[src/rtl/serial_adder_pkg.sv]
// ============================================================================
// serial_adder_pkg : shared state encoding and default width for serial_adder
// Revision 1.0
// ============================================================================
`default_nettype none

package serial_adder_pkg;

  localparam int DEFAULT_WIDTH = 8;

  typedef enum logic [1:0] {
    S_IDLE  = 2'd0,
    S_SHIFT = 2'd1,
    S_DONE  = 2'd2
  } state_t;

endpackage

`default_nettype wire

[src/rtl/serial_adder_fa.sv]
// ============================================================================
// serial_adder_fa : full adder built from two half-adder cells and an OR
// Revision 1.0
// ============================================================================
`default_nettype none

module serial_adder_fa (
  input  logic a,
  input  logic b,
  input  logic cin,
  output logic s,
  output logic cout
);

  logic w_s0;
  logic w_c0;
  logic w_c1;

  serial_adder_ha u_ha0 (
    .a (a),
    .b (b),
    .s (w_s0),
    .c (w_c0)
  );

  serial_adder_ha u_ha1 (
    .a (w_s0),
    .b (cin),
    .s (s),
    .c (w_c1)
  );

  assign cout = w_c0 | w_c1;

endmodule

`default_nettype wire

[src/rtl/serial_adder_ha.sv]
// ============================================================================
// serial_adder_ha : single-bit half adder cell
// Revision 1.0
// ============================================================================
`default_nettype none

module serial_adder_ha (
  input  logic a,
  input  logic b,
  output logic s,
  output logic c
);

  assign s = a ^ b;
  assign c = a & b;

endmodule

`default_nettype wire

[src/rtl/serial_adder.sv]
// ============================================================================
// serial_adder : bit-serial LSB-first unsigned adder, one bit per clock
// Revision 1.0
// ============================================================================
`default_nettype none

module serial_adder
  import serial_adder_pkg::*;
#(
  parameter int WIDTH = DEFAULT_WIDTH
) (
  input  logic             clk,
  input  logic             rst,
  input  logic             start,
  input  logic [WIDTH-1:0] a,
  input  logic [WIDTH-1:0] b,
  output logic             busy,
  output logic             done,
  output logic [WIDTH-1:0] sum,
  output logic             cout
);

  localparam int             CW   = $clog2(WIDTH) + 1;
  localparam logic [CW-1:0]  LAST = CW'(WIDTH - 1);

  state_t           state;
  state_t           state_nxt;
  logic [WIDTH-1:0] ra;
  logic [WIDTH-1:0] rb;
  logic             carry;
  logic [CW-1:0]    count;
  logic             w_s;
  logic             w_c;
  logic             w_load;

  serial_adder_fa u_fa (
    .a    (ra[0]),
    .b    (rb[0]),
    .cin  (carry),
    .s    (w_s),
    .cout (w_c)
  );

  always_comb begin
    state_nxt = state;
    w_load    = 1'b0;
    case (state)
      S_IDLE: begin
        if (start) begin
          state_nxt = S_SHIFT;
          w_load    = 1'b1;
        end
      end
      S_SHIFT: begin
        if (count == LAST) state_nxt = S_DONE;
      end
      S_DONE: begin
        // A start in the DONE cycle chains straight into the next add.
        if (start) begin
          state_nxt = S_SHIFT;
          w_load    = 1'b1;
        end else begin
          state_nxt = S_IDLE;
        end
      end
      default: state_nxt = S_IDLE;
    endcase
  end

  always_ff @(posedge clk or posedge rst) begin
    if (rst) begin
      state <= S_IDLE;
      ra    <= '0;
      rb    <= '0;
      carry <= 1'b0;
      count <= '0;
      sum   <= '0;
      cout  <= 1'b0;
    end else begin
      state <= state_nxt;
      if (w_load) begin
        ra    <= a;
        rb    <= b;
        carry <= 1'b0;
        count <= '0;
        sum   <= '0;
        cout  <= 1'b0;
      end else if (state == S_SHIFT) begin
        ra    <= ra >> 1;
        rb    <= rb >> 1;
        sum   <= {w_s, sum[WIDTH-1:1]};
        carry <= w_c;
        count <= count + 1'b1;
        if (count == LAST) cout <= w_c;
      end
    end
  end

  assign busy = (state == S_SHIFT);
  assign done = (state == S_DONE);

endmodule

`default_nettype wire

[config.mk]
export PLATFORM = sky130hd
export DESIGN_NAME = serial_adder
export DESIGN_NICKNAME = d
export VERILOG_FILES = /design/src/rtl/serial_adder_pkg.sv /design/src/rtl/serial_adder_fa.sv /design/src/rtl/serial_adder_ha.sv /design/src/rtl/serial_adder.sv
export SDC_FILE = /design/constraint.sdc
export NUM_CORES = 1
export LEC_CHECK = 0
export BUFFER_PORTS_ARGS = -buffer_cell sky130_fd_sc_hd__clkbuf_2
export CAP_MARGIN = 0
export CORE_MARGIN = 2
export CORE_UTILIZATION = 55
export CTS_CLUSTER_SIZE = 24
export DETAILED_ROUTE_END_ITERATION = 7
export GPL_TIMING_DRIVEN = 0
export PLACE_DENSITY = 0.81
export SKIP_LAST_GASP = 1
export SLEW_MARGIN = 20
export SYNTH_ARGS = -nofsm -noshare
export SYNTH_HDL_FRONTEND = slang
export SYNTH_SLANG_ARGS = --single-unit
[constraint.sdc]
create_clock -name clk -period 3.9 [get_ports clk]
set_input_delay 0.78 -clock clk [delete_from_list [all_inputs] [get_ports clk]]
set_output_delay 0.78 -clock clk [all_outputs]
set_load 0.02 [all_outputs]
==> summary.txt <==
Clocking
  • Clock Pin Slew Worst Setup and Hold Paths: roughly 90 ps
  • H-tree Lvls: 2
  • Post-CTS sizing: 0
  • Post-CTS Hold Buffers: 0
  • CTS tree: yes
  • Num CTS Buffers: 5
  • Clk root buf: clkbuf_4
  • # Post-CTS Setup Buffers: 0
  • Clock sinks: 32
  • CTS max path bufs: 2
  • Clock latency at the later pin of the worst-skew pair: 330 ps

Cells and area
  • Most frequent cells in the layout: 32 x dfrtp_1, 29 x clkbuf_2, 26 x a22o_1, 13 x a21o_1
  • NumNets Final: 160
  • Layout area overhead: 17.5%
  • Fill count: approximately 190
  • Ant. Diodes: 0
  • Share of cells above drive strength 1: between 30% and 40%
  • Most common cell after layout, fill and taps aside: dfrtp_1

Logic synthesis
  • Synth cell types: 19
  • Leading area contributor after synthesis: dfrtp_1
  • Syn_nets: around 120
  • Sequential area share after synthesis: 58.1%
  • Syn Inst Count: ~100
  • Avg Cell Area, Syn: 13.4 µm²
  • Seq cells post-synth: 32
  • Synth warnings: 0
  • Largest cells by area after synthesis: dfrtp_1 58%, a22o_1 17%, a21o_1 7.1%
  • Area fraction of the dominant cell type after synthesis: roughly three fifths
  • Post-Syn Area: approximately 0.0014 mm²

GRT
  • Vias in the first global route: between 900 and 1,000
  • First-pass GRT wire length: approximately 4400 µm
  • GRT Util Overall: between 20% and 30%
  • Initial antenna violation count: 0
  • Largest net degree at the start of global routing: 33
  • Gr ovfl total: 0

Die
  • Die H: around 54 µm
  • Core Area: 0.00243 mm²
  • # rows: 18
  • Effective utilization at floorplan: between 50% and 60%
  • Die ar.: between 0.002 and 0.003 mm²
  • Die Width: around 54 µm
  • Io pins: 30

Critical path
  • WP data arrival: 1460 ps
  • CP Launch Type: register
  • Crit path required time: 3120 ps
  • R2R depth: 5
  • Crit path kind: register to output pin
  • Crit Reg-Reg Startpoint: state[0]
  • Worst R2R End: sum[3]
  • Reg2Reg Setup Slack: roughly 2600 ps
  • CP Capture Type: output pin
  • Crit path max fanout: 10

Timing
  • Final setup skew: roughly 7 ps
  • Final setup fails: 0
  • Unrepaired setup endpoints after global routing: no
  • Fmax: around 450 MHz
  • Relative slew slack: between 50 and 60%
  • Final Hold Fails: 0
  • Final period util: 57.5%
  • Worst-margin pin slew: ~660 ps
  • Slew Limit Fails: 0
  • Final critical-path required period: ~2200 ps
  • TNS Setup: 0 ps

Routing
  • Via density: about 6
  • DRT iter0 DRCs: 15
  • 1st-pass router iterations: 4
  • WL per Instance: around 16 µm
  • DRC viols: 0
  • Final wirelength: approximately 2700 µm
  • Via count: between 900 and 1,000
  • Routed Antenna Nets: 0

Worst hold path
  • HP Start: ra[6]
  • Hold Crit Class: register to register
  • WHS Endpoint: ra[6]
  • Min-Delay Path Depth: 1

Placed design
  • Final GP Congestion: just under 0.7
  • Dpl hpwl: 1890 µm
  • PortBufs: 29

Power and ir drop
  • Max VDD drop: ~580 µV
  • Final Power: 1.41 mW
  • Power per Cell Area: roughly 870 mW/mm²
  • Leak Pwr: about 0.9 nW

Flow run
  • Max cap viols: 0

Outcome
  • Status: completed
-- how the worst max path moves through the flow --
stage             start  endpoint  slack [ps]
2_1_floorplan  state[1]      busy        2240
3_3_place_gp   state[1]      busy        2050
3_5_place_dp   state[1]      busy        2020
4_1_cts        state[1]      busy        1660
5_1_grt        state[1]      busy        1540
6_report       state[1]      busy        1660
-- power by group --
group          leakage (nW)  internal (mW)  switching, mW
clock                0.0326         0.0889          0.108
sequential            0.408          0.480          0.104
combinational         0.458          0.310          0.318
total                 0.898          0.879          0.530
-- Yosys cell counts --
cell      number
nand2_1        5
a22o_1        26
a21o_1        13
buf_6          3
mux2i_1        4
nand2b_1       1
and2b_1        1
nand4_1        1
nor3b_2        1
ha_1           1
buf_2          1
nor2b_1        3
inv_1          2
dfrtp_1       32
o21ai_0        2
buf_4          4
fa_1           1
mux2_2         1
nor2_4         1
-- metal layers --
| layer | wire length [µm] | share of wire, % | global-route usage (%) | vias to the layer above |
|---|---|---|---|---|
| li1 | - | - | - | 454 |
| met1 | 1190 | 44 | 26.3 | 507 |
| met2 | 1340 | 50 | 36.4 | 30 |
| met3 | 141 | 5.2 | 8.33 | 4 |
| met4 | 28 | 1.0 | 6.25 | 0 |
| met5 | 0 | 0 | 0 | - |
-- area by class of cell --
type | count | area [µm²] | area share, %
inverters | 2 | 7.51 | 0.464
flip-flops and latches | 32 | 801 | 49.5
repair buffers | 29 | 145 | 8.96
multi-input cells | 61 | 500 | 30.9
clock buffers | 8 | 58.8 | 3.63
well taps | 30 | 37.5 | 2.32
plain buffers | 8 | 68.8 | 4.25
-- registers in the layout, indices dropped and copies added (netlist names) --
name,cells
ra,8
count,4
carry,1
cout,1
rb,8
sum,8
state,2
-- cells by family after synthesis --
group	Yosys count	synth area share (%)
mux	5	3.72
simple gates	13	5.90
flops	32	58.1
buf+inv	10	5.54
fa+ha+maj	2	2.36
compound gates	41	24.3
-- worst max-delay path, stage by stage, from the launching register on --
cell and delay, ps:
dfrtp_1 380, and2b_1 190, buf_4 140, buf_2 230
clkbuf_2 200
-- metrics by stage --
step	hold slack [ps]	setup slack, ps	cells	utilization [%]	cell area, µm²
floorplan	449	2240	103	-	1380
finish	484	1660	170	66.6	1620
global route	501	1540	170	66.6	1620
CTS	487	1660	170	66.6	1620
global placement	458	2050	162	64.1	1560
detailed placement	466	2020	162	64.1	1560
Note: power is estimated with default switching activity, not from simulation.
